--- config.mk ---
export PLATFORM = sky130hd
export DESIGN_NAME = chan_fifo
export DESIGN_NICKNAME = d
export VERILOG_FILES = /design/src/rtl/fifo_pkg.sv /design/src/rtl/fifo_ram.sv /design/src/rtl/chan_fifo.sv
export SDC_FILE = /design/constraint.sdc
export NUM_CORES = 1
export LEC_CHECK = 0
export CAP_MARGIN = 20
export CORE_ASPECT_RATIO = 1.4
export CORE_MARGIN = 3
export CORE_UTILIZATION = 55
export CTS_CLUSTER_DIAMETER = 100
export DETAILED_ROUTE_END_ITERATION = 10
export PLACE_DENSITY = 0.68
export SYNTH_ARGS = -nofsm -noshare
export SYNTH_HDL_FRONTEND = slang
export SYNTH_SLANG_ARGS = --single-unit
--- constraint.sdc ---
create_clock -name clk_in -period 8.6 [get_ports clk_in]
set_input_delay 2.58 -clock clk_in [delete_from_list [all_inputs] [get_ports clk_in]]
set_output_delay 2.58 -clock clk_in [all_outputs]
set_load 0.02 [all_outputs]
--- src/rtl/fifo_pkg.sv ---
// fifo_pkg: shared defaults for the channel FIFO and the glue around it.
// Contents:
//    FIFO_WIDTH      - default data word width in bits
//    FIFO_DEPTH_LOG2 - default log2 of storage depth
//    FIFO_AF_LEVEL   - default occupancy at which almost_full asserts
package fifo_pkg;
   localparam int FIFO_WIDTH      = 8;
   localparam int FIFO_DEPTH_LOG2 = 7;
   localparam int FIFO_AF_LEVEL   = 120;
endpackage

--- src/rtl/fifo_ram.sv ---
// fifo_ram: simple dual-port storage for chan_fifo.
// Write is synchronous, read is asynchronous so the head word is presented
// without a pop (first-word-fall-through). Contents are never reset.
// Ports:
//    clk   - write clock
//    we    - write enable
//    waddr - write address
//    wdata - write data
//    raddr - read address
//    rdata - word stored at raddr (combinational)
module fifo_ram #(
   parameter int WIDTH  = 8,
   parameter int ADDR_W = 7
) (
   input  logic              clk,
   input  logic              we,
   input  logic [ADDR_W-1:0] waddr,
   input  logic [WIDTH-1:0]  wdata,
   input  logic [ADDR_W-1:0] raddr,
   output logic [WIDTH-1:0]  rdata
);
   localparam int DEPTH = 1 << ADDR_W;

   logic [WIDTH-1:0] mem [0:DEPTH-1];

   always_ff @(posedge clk) begin
      if (we) mem[waddr] <= wdata;
   end

   assign rdata = mem[raddr];
endmodule

--- src/rtl/chan_fifo.sv ---
// chan_fifo: single-clock first-word-fall-through channel FIFO.
// Ports:
//    clk_in       - clock, rising edge
//    reset_in     - synchronous active-high reset (pointers, count, flags)
//    din, wr_en   - producer data and write request
//    full         - occupancy == DEPTH
//    almost_full  - occupancy >= AF_LEVEL
//    dout         - head-of-queue word, valid while empty is low
//    rd_en        - consumer pop request
//    empty        - occupancy == 0
//    data_count   - occupancy, 0..DEPTH
//    clr_flags_in - clears the sticky error flags
//    overflow     - sticky: a write was refused
//    underflow    - sticky: a read was refused
//
// Handshake: wr_en is the producer's valid and is accepted on an edge when
// full is low, or when full is high but a pop (rd_en) happens on that same
// edge; rd_en is the consumer's request and is accepted when empty is low.
// A refused request is dropped (never held) and raises the matching sticky
// flag. All status outputs are registers, so none depends on wr_en/rd_en
// within the cycle.
module chan_fifo
   import fifo_pkg::*;
#(
   parameter int WIDTH      = FIFO_WIDTH,
   parameter int DEPTH_LOG2 = FIFO_DEPTH_LOG2,
   parameter int AF_LEVEL   = FIFO_AF_LEVEL
) (
   input  logic                  clk_in,
   input  logic                  reset_in,
   input  logic [WIDTH-1:0]      din,
   input  logic                  wr_en,
   output logic                  full,
   output logic                  almost_full,
   output logic [WIDTH-1:0]      dout,
   input  logic                  rd_en,
   output logic                  empty,
   output logic [DEPTH_LOG2:0]   data_count,
   input  logic                  clr_flags_in,
   output logic                  overflow,
   output logic                  underflow
);
   localparam int AW = DEPTH_LOG2;
   localparam int CW = DEPTH_LOG2 + 1;
   localparam logic [CW-1:0] DEPTH_C = CW'(1 << DEPTH_LOG2);
   localparam logic [CW-1:0] AF_C    = CW'(AF_LEVEL);

   logic [AW-1:0] wr_ptr;
   logic [AW-1:0] rd_ptr;
   logic          do_wr;
   logic          do_rd;
   logic          ovf_evt;
   logic          unf_evt;
   logic [CW-1:0] next_count;

   // A full FIFO can still take a write when the head is popped on the same
   // edge: the freed slot is the one the write pointer targets.
   assign do_rd   = rd_en & ~empty;
   assign do_wr   = wr_en & (~full | rd_en);
   assign ovf_evt = wr_en & full & ~rd_en;
   assign unf_evt = rd_en & empty;

   always_comb begin
      next_count = data_count;
      case ({do_wr, do_rd})
         2'b10:   next_count = data_count + CW'(1);
         2'b01:   next_count = data_count - CW'(1);
         default: next_count = data_count;
      endcase
   end

   // Status flags are computed from next_count so they move on the same
   // edge as the pointers rather than one cycle behind.
   always_ff @(posedge clk_in) begin
      if (reset_in) begin
         wr_ptr      <= '0;
         rd_ptr      <= '0;
         data_count  <= '0;
         empty       <= 1'b1;
         full        <= 1'b0;
         almost_full <= 1'b0;
         overflow    <= 1'b0;
         underflow   <= 1'b0;
      end else begin
         if (do_wr) wr_ptr <= wr_ptr + AW'(1);
         if (do_rd) rd_ptr <= rd_ptr + AW'(1);
         data_count  <= next_count;
         empty       <= (next_count == '0);
         full        <= (next_count == DEPTH_C);
         almost_full <= (next_count >= AF_C);
         // A fresh error on the clearing edge wins over the clear.
         overflow    <= ovf_evt | (overflow  & ~clr_flags_in);
         underflow   <= unf_evt | (underflow & ~clr_flags_in);
      end
   end

   fifo_ram #(
      .WIDTH  (WIDTH),
      .ADDR_W (AW)
   ) u_ram (
      .clk   (clk_in),
      .we    (do_wr),
      .waddr (wr_ptr),
      .wdata (din),
      .raddr (rd_ptr),
      .rdata (dout)
   );
endmodule

==> metrics.md, run 1 <==
| Metric | Value |
|---|---|
| Outcome | completed |
| Grt ovf | 0 |
| Antenna Nets Post-Route | 0 |
| Worst-Margin Slew | 1170 ps |
| Share of power burned in registers | 51.0% |
| Starting Density | 55.8% |
| Pwr dens | 246 nW/um^2 |
| Initial DRC count | 2202 |
| Peak supply drop | 0.181 mV |
| Detailed placement HPWL | 56.3 mm |
| Grt met2 use | 41.4% |
| Startpoint Class | flop |
| Root buf cell | clkbuf_16 |
| Top-Level Pins | 34 |
| Leak | 13.7 nW |
| Core box area | 74400 sq um |
| P&R area growth vs syn | 10.6% |
| Top cells by area, synth | edfxtp_1 (74%), mux4_2 (15%), dfxtp_1 (1.6%), nor2_1 (1.5%), mux2i_1 (1.3%) |
| Final Hold Fails | 0 |
| Mean post-synth cell area | 20.9 sq um |
| Cts bufs inserted | 96 |
| # placed instances | 2892 |
| Filler Cell Count | 5110 |
| RSZ-0062 raised after global routing | no |
| Global-route wire length before repair | 137 mm |
| Largest net degree at the start of global routing | 97 |
| Cell row count | 118 |
| Antenna cells | 0 |
| Final setup vio count | 0 |
| Gpl congestion | 0.800 |
| Setup bufs post-CTS | 0 |
| Sw frac | 22.8% |
| Comb power frac | 12.1% |
| Worst-skew pair later-pin latency | 660 ps |
| Worst setup path class | flop to primary output |
| Post-DR wirelength/cell | 30.1 um |
| TritonCTS Sinks | 1058 |
| Worst Setup End Kind | primary output |
| Die X | 238 um |
| Setup TNS | 0 ps |
| Final core utilization | 61.7% |
| Slew headroom | 22.0% |
| Mapped Area | 41500 sq um |
| Die ar. | 78800 sq um |
| Synth warnings | 0 |
| Layout Nets | 2048 |
| CTS tree | built |
| Number of port buffers | 33 |
| Antenna violations before repair | 0 |
| Non-filler cells, final | 3067 |
| Max FO, Critical Path | 86 |
| Final WL | 92.3 mm |
| Post-synthesis sequential area ratio | 75.7% |
| Slew Limit Fails | 0 |
| Cell Int Power | 8.71 mW |
| Portion of total power attributed to the clock network | 36.9% |
| Vias in the first global route | 20.4k |
| Cell area after layout | 45900 sq um |
| Flop and latch count out of synthesis | 1058 |
| Syn nets | 2002 |
| Min Tclk post-route | 7280 ps |
| Post-synth top flop | edfxtp_1 |
| Maximum clock rate | 137 MHz |
| Ys async rst share | 0% |
| Detailed Routing Iterations Pass 1 | 5 |
| Post-DP Area | 42800 sq um |
| All-Layer GR Usage | 24.0% |
| Critical path data required time | 6020 ps |
| Final Total Pwr | 11.3 mW |
| CTS max path bufs | 3 |
| Sw power | 2.57 mW |
| Fin Clk Skew | 24.8 ps |
| WP data arrival | 4700 ps |
| Hold Crit Class | flop to flop |
| Die Span Y | 331 um |
| Global Route met1 Usage | 32.0% |
| Period utilization | 84.7% |
| Clock-pin transition on the worst setup and hold timing paths | 60 ps |
| CTS Hold Bufs | 0 |
| Gr busiest metal | met2 |
| Netlist cell types | 48 |
| Post-Synthesis Cells | 1985 |
| DRC viols | 0 |
| Area share of the largest cell type after synthesis | 74.1% |
| Cell taking the most area after synthesis | edfxtp_1 |
| Max_cap viols | 0 |
| Via/cell ratio | 6.47 |
| Met3 GRT Util | 3.49% |
| Fraction of layout cells with a size suffix above 1 | 22.5% |
| H-tree level count | 3 |
| Detailed-route via count | 19.8k |
| Post-synth EDFFs | 1024 |
| Post-CTS sizing | 0 |
[worst max-delay path, cell delays in order, from the launching register on]
cell             delay, ps
dfxtp_4                850
buf_12                 600
mux4_2                 580
nor2b_1                140
a211oi_1               370
a21oi_1                140
a21oi_1                400
a221oi_1               240
clkdlybuf4s50_1        590
[placed cells by master (no fill, tap or decap), types with 26 or more instances in the layout]
cell type	instances
mux4_2	280
buf_4	39
edfxtp_1	1024
clkbuf_1	26
a211oi_1	50
clkbuf_16	102
nor2_1	161
nor2b_1	40
mux2i_1	53
dfxtp_1	29
a21oi_1	45
[through the flow]
stage	hold slack (ps)	setup slack (ps)
5_1_grt	501	994
3_3_place_gp	455	1870
2_1_floorplan	472	3710
3_5_place_dp	468	1840
4_1_cts	483	1120
6_report	483	1320
[worst paths after layout]
kind                   from        end  slack (ps)  cells after the start
hold reg to reg   underflow  underflow         480                      2
setup / recovery       flop    dout[1]        1320                      8
setup reg to reg      empty      empty        5150                      8
hold / removal    underflow  underflow         480                      2
[sequential cells by signal, summed over array words and instances (netlist names), named ones only]
register and flops:
data_count 8, underflow 1, rd_ptr 7, overflow 1, almost_full 1, wr_ptr 7
full 1, u_ram.mem 1024, empty 1
[power by group through the flow]
stage	Sequential [mW]	Clock (mW)	Combinational (mW)
global placement	5.86	0	1.36
floorplan	5.82	0	0.994
global route	5.76	4.43	1.45
CTS	5.76	4.22	1.38
finish	5.76	4.16	1.36
detailed placement	5.87	0	1.38
[Yosys cell counts, types with 2 or more instances]
library cell and instances:
mux4_2 280, buf_4 20, mux2i_1 53, clkbuf_1 65
nand4_1 6, o211ai_1 3, nor2b_1 40, or3b_2 3
a31oi_1 3, a211oi_1 50, buf_2 21, nand3_1 11
nand2b_1 7, a21oi_1 45, nor4_1 6, or2_2 8
ha_1 4, xor2_1 11, or3_1 5, nor3_1 5
dfxtp_1 34, a41o_1 2, o21ai_0 6, nand3b_1 6
xnor2_1 5, nand2_1 23, and3_1 2, a221oi_1 8
nor2_1 161, o21a_1 2, a22o_1 8, buf_6 5
or4_1 2, and2_1 5, o22ai_1 9, inv_1 3
buf_1 16, edfxtp_1 1024, a211o_1 9
[layer usage]
layer,share of wire [%],routed length [um],up-vias
met5,0,0,-
met4,3.0,2750,0
met3,6.0,5520,135
met2,53,48500,778
met1,39,35500,10600
li1,-,-,8322
[kinds of logic after synthesis]
logic type / share of synthesized area [%]
AO/OA/AOI/OAI: 2.43
XOR/XNOR: 0.338
adder cells (fa/ha/maj): 0.121
buffers and inverters: 1.51
flip-flops: 75.7
multiplexers: 16.5
AND/OR/NAND/NOR: 3.40
[area by class of cell]
| cell class | instances | area (sq um) | share of cell area (%) |
|---|---|---|---|
| Clock buffer | 131 | 2690 | 5.86 |
| Clock inverter | 43 | 367 | 0.799 |
| Inverter | 3 | 11.3 | 0.0245 |
| Multi-Input combinational cell | 797 | 9450 | 20.6 |
| Sequential cell | 1058 | 31400 | 68.5 |
| Tap cell | 960 | 1200 | 2.62 |
| Timing Repair Buffer | 75 | 728 | 1.59 |
Power figures use the tool's default switching activity.
==> inputs of run 2 (changes only) <==
Settings changed: PLACE_DENSITY 0.68 to 0.71.
Clock period 8.6 ns to 6.6 ns, I/O delays scaled along.
==> run 2 against run 1 <==
Effect of this change:
- hold slack about the same
- critical endpoint is now dout[0]
- clock-buffer cell count down 17
- total power up 36%
- die area unchanged
- core utilization up 0.74 points
- via count down 0.84%
- final area up 1.2%
- largest cell class unchanged
- non-clock buffer count up 12
- sequential share of layout area down 0.82 points
- worst setup slack worse by 1000 ps
- cell count up 0.39%
==> metrics.md, run 2 (same netlist as run 1, synthesis figures left out) <==
| Metric | Value |
|---|---|
| Outcome | completed |
| Comb power frac | 11.8% (-0.3 points) |
| Number of port buffers | 33 (unchanged) |
| Final setup vio count | 0 (unchanged) |
| Antenna cells | 0 (unchanged) |
| Most frequent cells in the layout | edfxtp_1 (1024), mux4_2 (280), nor2_1 (161), clkbuf_16 (96), mux2i_1 (53) |
| Grt ovf | 0 (unchanged) |
| Die ar. | 78800 sq um (unchanged) |
| Buf/Inv on CP | 2 (unchanged) |
| Pwr dens | 330 nW/um^2 (+34%) |
| Worst-Margin Slew | 1140 ps (-30.5 ps) |
| Most used cell, CP | mux4_2 |
| Period utilization | 95.6% |
| TritonCTS Sinks | 1058 (unchanged) |
| Layout Nets | 2058 (+0.49%) |
| Die X | 238 um (unchanged) |
| Fraction of layout cells with a size suffix above 1 | 24.3% (+1.7 points) |
| Worst Setup End Kind | primary output |
| Setup TNS | 0 ps (unchanged) |
| Detailed placement HPWL | 53.1 mm (-5.6%) |
| Die Span Y | 331 um (unchanged) |
| CTS tree | built |
| Gpl congestion | 0.857 (+7.2%) |
| Root buf cell | clkbuf_16 |
| Sequential Area | 31400 sq um (unchanged) |
| Cell row count | 118 (unchanged) |
| P&R area growth vs syn | 11.9% |
| Worst setup path class | flop to primary output |
| Cell Int Power | 11.9 mW (+37%) |
| Antenna Nets Post-Route | 0 (unchanged) |
| Hold Crit Class | flop to flop |
| Critical path data required time | 4620 ps (-1400 ps) |
| Hold path depth | 2 (unchanged) |
| Final Total Pwr | 15.3 mW (+36%) |
| Sw power | 3.42 mW (+33%) |
| H-tree level count | 3 (unchanged) |
| Setup bufs post-CTS | 0 (unchanged) |
| Startpoint Class | flop |
| Max_cap viols | 0 (unchanged) |
| Biggest regs | u_ram.mem (1024), data_count (8) |
| Max stage delay on crit path | 780 ps (-70 ps) |
| Starting Density | 55.8% (unchanged) |
| Top-Level Pins | 34 (unchanged) |
| Delay-heaviest family, CP | multiplexers |
| Worst-skew pair later-pin latency | 660 ps (about the same) |
| Final core utilization | 62.4% (+0.74 points) |
| Filler Cell Count | 5001 (-2.1%) |
| CTS Hold Bufs | 0 (unchanged) |
| Fin Clk Skew | 25.3 ps (+0.475 ps) |
| Final WL | 88.4 mm (-4.2%) |
| Area of the multi-input gates | 9450 sq um (about the same) |
| DRC viols | 0 (unchanged) |
| Peak supply drop | 0.232 mV (+28%) |
| R2r worst-path depth | 10 (+2) |
| Clock-pin transition on the worst setup and hold timing paths | 70 ps (about the same) |
| Maximum clock rate | 158 MHz |
| CTS max path bufs | 3 (unchanged) |
| Cts bufs inserted | 94 (-2.1%) |
| Final Hold Fails | 0 (unchanged) |
| Antenna violations before repair | 0 (unchanged) |
| Min Tclk post-route | 6310 ps |
| Via/cell ratio | 6.39 (-1.2%) |
| Sw frac | 22.3% (-0.51 points) |
| Slew headroom | 24.3% (+2.3 points) |
| Global-route wire length before repair | 133 mm (-2.9%) |
| Commonest non-fill, non-tap cell in the layout | edfxtp_1 |
| RSZ-0062 raised after global routing | no |
| Core box area | 74400 sq um (unchanged) |
| Largest net degree at the start of global routing | 113 (+16%) |
| Cell Chain, Critical Path | buf_4 > mux4_2 > mux4_2 > a211o_1 > nor2_1 > a221oi_1 > clkdlybuf4s50_1 |
| Slew Limit Fails | 0 (unchanged) |
| Share of power burned in registers | 48.8% (-2.2 points) |
| WP depth | 7 (-1) |
| Post-DR wirelength/cell | 28.7 um (-4.6%) |
| Initial DRC count | 2098 (-4.7%) |
| Post-CTS sizing | 0 (unchanged) |
| Detailed Routing Iterations Pass 1 | 5 (unchanged) |
| WP data arrival | 4330 ps (-370 ps) |
| Max FO, Critical Path | 28 (-67%) |
| Portion of total power attributed to the clock network | 39.4% (+2.5 points) |
| Top reg by flops | u_ram.mem |
| Vias in the first global route | 20.5k (+0.12%) |
| CP max-delay cell | dfxtp_4 |
| Detailed-route via count | 19.7k (-0.84%) |
| Number of flip-flops under the largest register name | 1024 (unchanged) |
| Leak | 13.9 nW (+1.9%) |
| All-Layer GR Usage | 23.0% (-0.91 points) |
==> run 2: cell types whose count changed in the layout (fill, tap and decap cells not counted), moves of 2 or more <==
cell / change
bufinv_16: +17
clkbuf_16: -6
inv_6: +3
buf_6: -4
buf_4: +10
clkinv_4: +2
buf_12: +4
clkbuf_1: -12
buf_16: +2
clkinvlp_4: +6
clkinv_1: -14
clkinv_2: +2
==> run 2: final cells by class <==
class	instances	share of cell area (%)
repair buffers	87	1.92
inverters	3	0.0242
clock inverters	60	2.00
multi-input cells	797	20.4
well taps	960	2.59
clock buffers	114	5.40
flip-flops and latches	1058	67.7
==> run 2: path summary, 6_finish.rpt <==
check / startpoint / to / slack, ps
setup / recovery: flop / dout[0] / 290
hold / removal: underflow / underflow / 480
setup reg to reg: full / full / 3530
hold reg to reg: underflow / underflow / 480
==> run 2: routing by layer <==
layer	vias up	global-route usage, %	wire length, um
li1	8339	-	-
met5	-	0	0
met1	10300	30.2	33400
met3	166	3.40	5800
met4	0	9.43	3450
met2	831	39.4	45700
==> run 2: stage by stage <==
stage	instance area, sq um	cells	setup slack, ps	hold slack, ps
6_report	46400	3079	289	484
5_1_grt	46400	3079	93.9	515
4_1_cts	46400	3077	258	483
3_5_place_dp	42900	2903	1000	469
3_3_place_gp	42900	2903	1050	456
2_1_floorplan	41500	1985	2310	472
==> run 2: power by group through the flow <==
stage / clock, mW / combinational (mW) / sequential [mW]
5_1_grt: 6.38 / 1.94 / 7.49
6_report: 6.04 / 1.82 / 7.49
4_1_cts: 6.11 / 1.84 / 7.49
3_3_place_gp: 0 / 1.81 / 7.63
3_5_place_dp: 0 / 1.83 / 7.63
2_1_floorplan: 0 / 1.30 / 7.59
==> run 2: tightest hold or removal path: cells and delay by family (launching register included) <==
kind,cells,cell delay (ps)
compound gates,1,50
simple gates,1,70
flops,1,310
==> inputs of run 3 (changes only) <==
Settings changed: CORE_ASPECT_RATIO 1.4 to 0.5, REMOVE_ABC_BUFFERS set to 1.
==> run 3 against run 2 <==
Effect of this change:
- sequential share of layout area increased by 0.43 points
- clock skew down 2.3 ps
- global-route usage down 0.26 points
- flip-flop and latch count stayed put
- critical path depth increased by 2
- maximum frequency fell by 0.33%
- worst setup slack got worse by 21 ps
- first-iteration DRC count is 27% higher
- critical path type unchanged
- largest cell class unchanged
- largest power group unchanged
==> metrics.md, run 3 (same netlist as run 1, synthesis figures left out) <==
| Metric | Value |
|---|---|
| Detailed-route via count | 19.8k (+0.70%) |
| Number of flip-flops under the largest register name | 1024 (unchanged) |
| Antenna Nets Post-Route | 0 (unchanged) |
| Grt met2 use | 35.0% (-4.5 points) |
| Worst-Margin Slew | 1090 ps (-49.7 ps) |
| Slew headroom | 27.6% (+3.3 points) |
| Vias in the first global route | 19.9k (-2.6%) |
| Final WL | 89.2 mm (+0.86%) |
| Final core utilization | 62.4% (about the same) |
| Biggest regs | u_ram.mem (1024), data_count (8) |
| Fraction of layout cells with a size suffix above 1 | 23.8% (-0.47 points) |
| Portion of total power attributed to the clock network | 36.6% (-2.8 points) |
| CTS Hold Bufs | 0 (unchanged) |
| Cell row count | 70 (-41%) |
| Worst-skew pair later-pin latency | 650 ps (about the same) |
| Die Span Y | 200 um (-40%) |
| Startpoint Class | flop |
| Non-filler cells, final | 3131 (+1.7%) |
| Cell Int Power | 11.3 mW (-5.0%) |
| DRC viols | 0 (unchanged) |
| Met3 GRT Util | 5.14% (+1.7 points) |
| Hold slack | 483 ps (-1.00 ps) |
| Starting Density | 56.1% (+0.37 points) |
| Max FO, Critical Path | 39 (+39%) |
| H-tree level count | 3 (unchanged) |
| Min Tclk post-route | 6330 ps (+20.8 ps) |
| Die ar. | 79000 sq um (+0.20%) |
| Detailed placement HPWL | 52.6 mm (-1.0%) |
| Hold Crit Class | flop to flop |
| Hold_sp | underflow |
| Root buf cell | clkbuf_16 |
| Top-Level Pins | 34 (unchanged) |
| Initial DRC count | 2660 (+27%) |
| Post-DR wirelength/cell | 28.5 um (-0.81%) |
| Worst Setup End Kind | primary output |
| Setup TNS | 0 ps (unchanged) |
| Via/cell ratio | 6.33 (-0.98%) |
| Comb power frac | 12.6% (+0.8 points) |
| Sw frac | 22.9% (+0.60 points) |
| CTS tree | built |
| Antenna violations before repair | 1 (+1) |
| Post-CTS sizing | 0 (unchanged) |
| Worst r2r src | full |
| Share of power burned in registers | 50.8% (+2.0 points) |
| All-Layer GR Usage | 22.8% (-0.26 points) |
| Grt ovf | 0 (unchanged) |
| Most frequent cells in the layout | edfxtp_1 (1024), mux4_2 (280), nor2_1 (161), clkbuf_16 (93), buf_4 (62) |
| P&R area growth vs syn | 11.2% |
| CTS max path bufs | 3 (unchanged) |
| Fin Clk Skew | 23.0 ps (-2.28 ps) |
| Period utilization | 95.9% (+0.32 points) |
| TritonCTS Sinks | 1058 (unchanged) |
| Detailed Routing Iterations Pass 1 | 6 (+1) |
| Slew Limit Fails | 0 (unchanged) |
| Global Route met1 Usage | 33.6% (+3.5 points) |
| Final Total Pwr | 14.7 mW (-4.2%) |
| Layout Nets | 2069 (+0.53%) |
| WP data arrival | 4350 ps (+20 ps) |
| Number of port buffers | 33 (unchanged) |
| Clock-pin transition on the worst setup and hold timing paths | 70 ps (about the same) |
| Final Hold Fails | 0 (unchanged) |
| Outcome | completed |
| Pwr dens | 318 nW/um^2 (-3.6%) |
| Largest net degree at the start of global routing | 94 (-17%) |
| Die X | 394 um (+66%) |
| Commonest non-fill, non-tap cell in the layout | edfxtp_1 |
| Max_cap viols | 0 (unchanged) |
| Gr busiest metal | met2 |
| Global-route wire length before repair | 133 mm (about the same) |
| # placed instances | 2968 (+2.2%) |
| Core box area | 73900 sq um (-0.66%) |
| Cts bufs inserted | 89 (-5.3%) |
| Maximum clock rate | 158 MHz (-0.33%) |
| Antenna cells | 0 (unchanged) |
| Worst setup path class | flop to primary output |
| Final setup vio count | 0 (unchanged) |
| RSZ-0062 raised after global routing | no |
| Peak supply drop | 0.219 mV (-5.6%) |
| Top reg by flops | u_ram.mem |
| Gpl congestion | 0.807 (-5.9%) |
| Sw power | 3.37 mW (-1.6%) |
| Critical path data required time | 4620 ps (about the same) |
| Leak | 13.8 nW (-0.99%) |
run 3: area by class of cell:
class | instances | area, sq um
Clock buffer | 109 | 2400
Clock inverter | 53 | 549
Fill cell | 4948 | 27800
Inverter | 3 | 11.3
Multi-Input combinational cell | 797 | 9450
Sequential cell | 1058 | 31400
Tap cell | 1008 | 1260
Timing Repair Buffer | 103 | 1040
run 3: critical path, cell delays in order (launching register included):
cell and delay, ps:
dfxtp_4 580, buf_12 280, buf_12 330, mux4_2 560, nor2b_1 140, a211oi_1 350, a211oi_1 90, a21oi_1 430
a221oi_1 260, clkdlybuf4s50_1 600
run 3: worst paths after layout:
kind,end,slack [ps],cells past startpoint
worst min register to register,underflow,480,2
worst max register to register,full,3460,10
worst max-delay path,dout[0],270,9
worst min-delay path,underflow,480,2
run 3: per-layer routing:
layer | share of wire (%) | up-vias
met3 | 8.2 | 128
met1 | 42 | 10500
met2 | 48 | 868
met5 | 0 | -
li1 | - | 8359
met4 | 2.4 | 0
run 3: power groups by stage:
stage	Clock, mW	Combinational (mW)	Sequential, mW
after detailed placement	0	1.84	7.62
after global placement	0	1.83	7.62
after CTS	5.44	1.85	7.48
final	5.37	1.85	7.47
after global routing	5.70	1.98	7.47
after floorplan	0	1.45	7.84
run 3: what timing repair did:
action,CTS,global route
setup endpoints to repair,0,1
endpoints found under the hold margin,0,0
buffers inserted,0,1
run 3: per-stage QoR:
step | setup WS [ps] | instance area (sq um)
after floorplan | -7940 | 40900
after global placement | 761 | 43200
after detailed placement | 731 | 43200
after CTS | 34.0 | 46100
after global routing | 117 | 46200
final | 268 | 46200
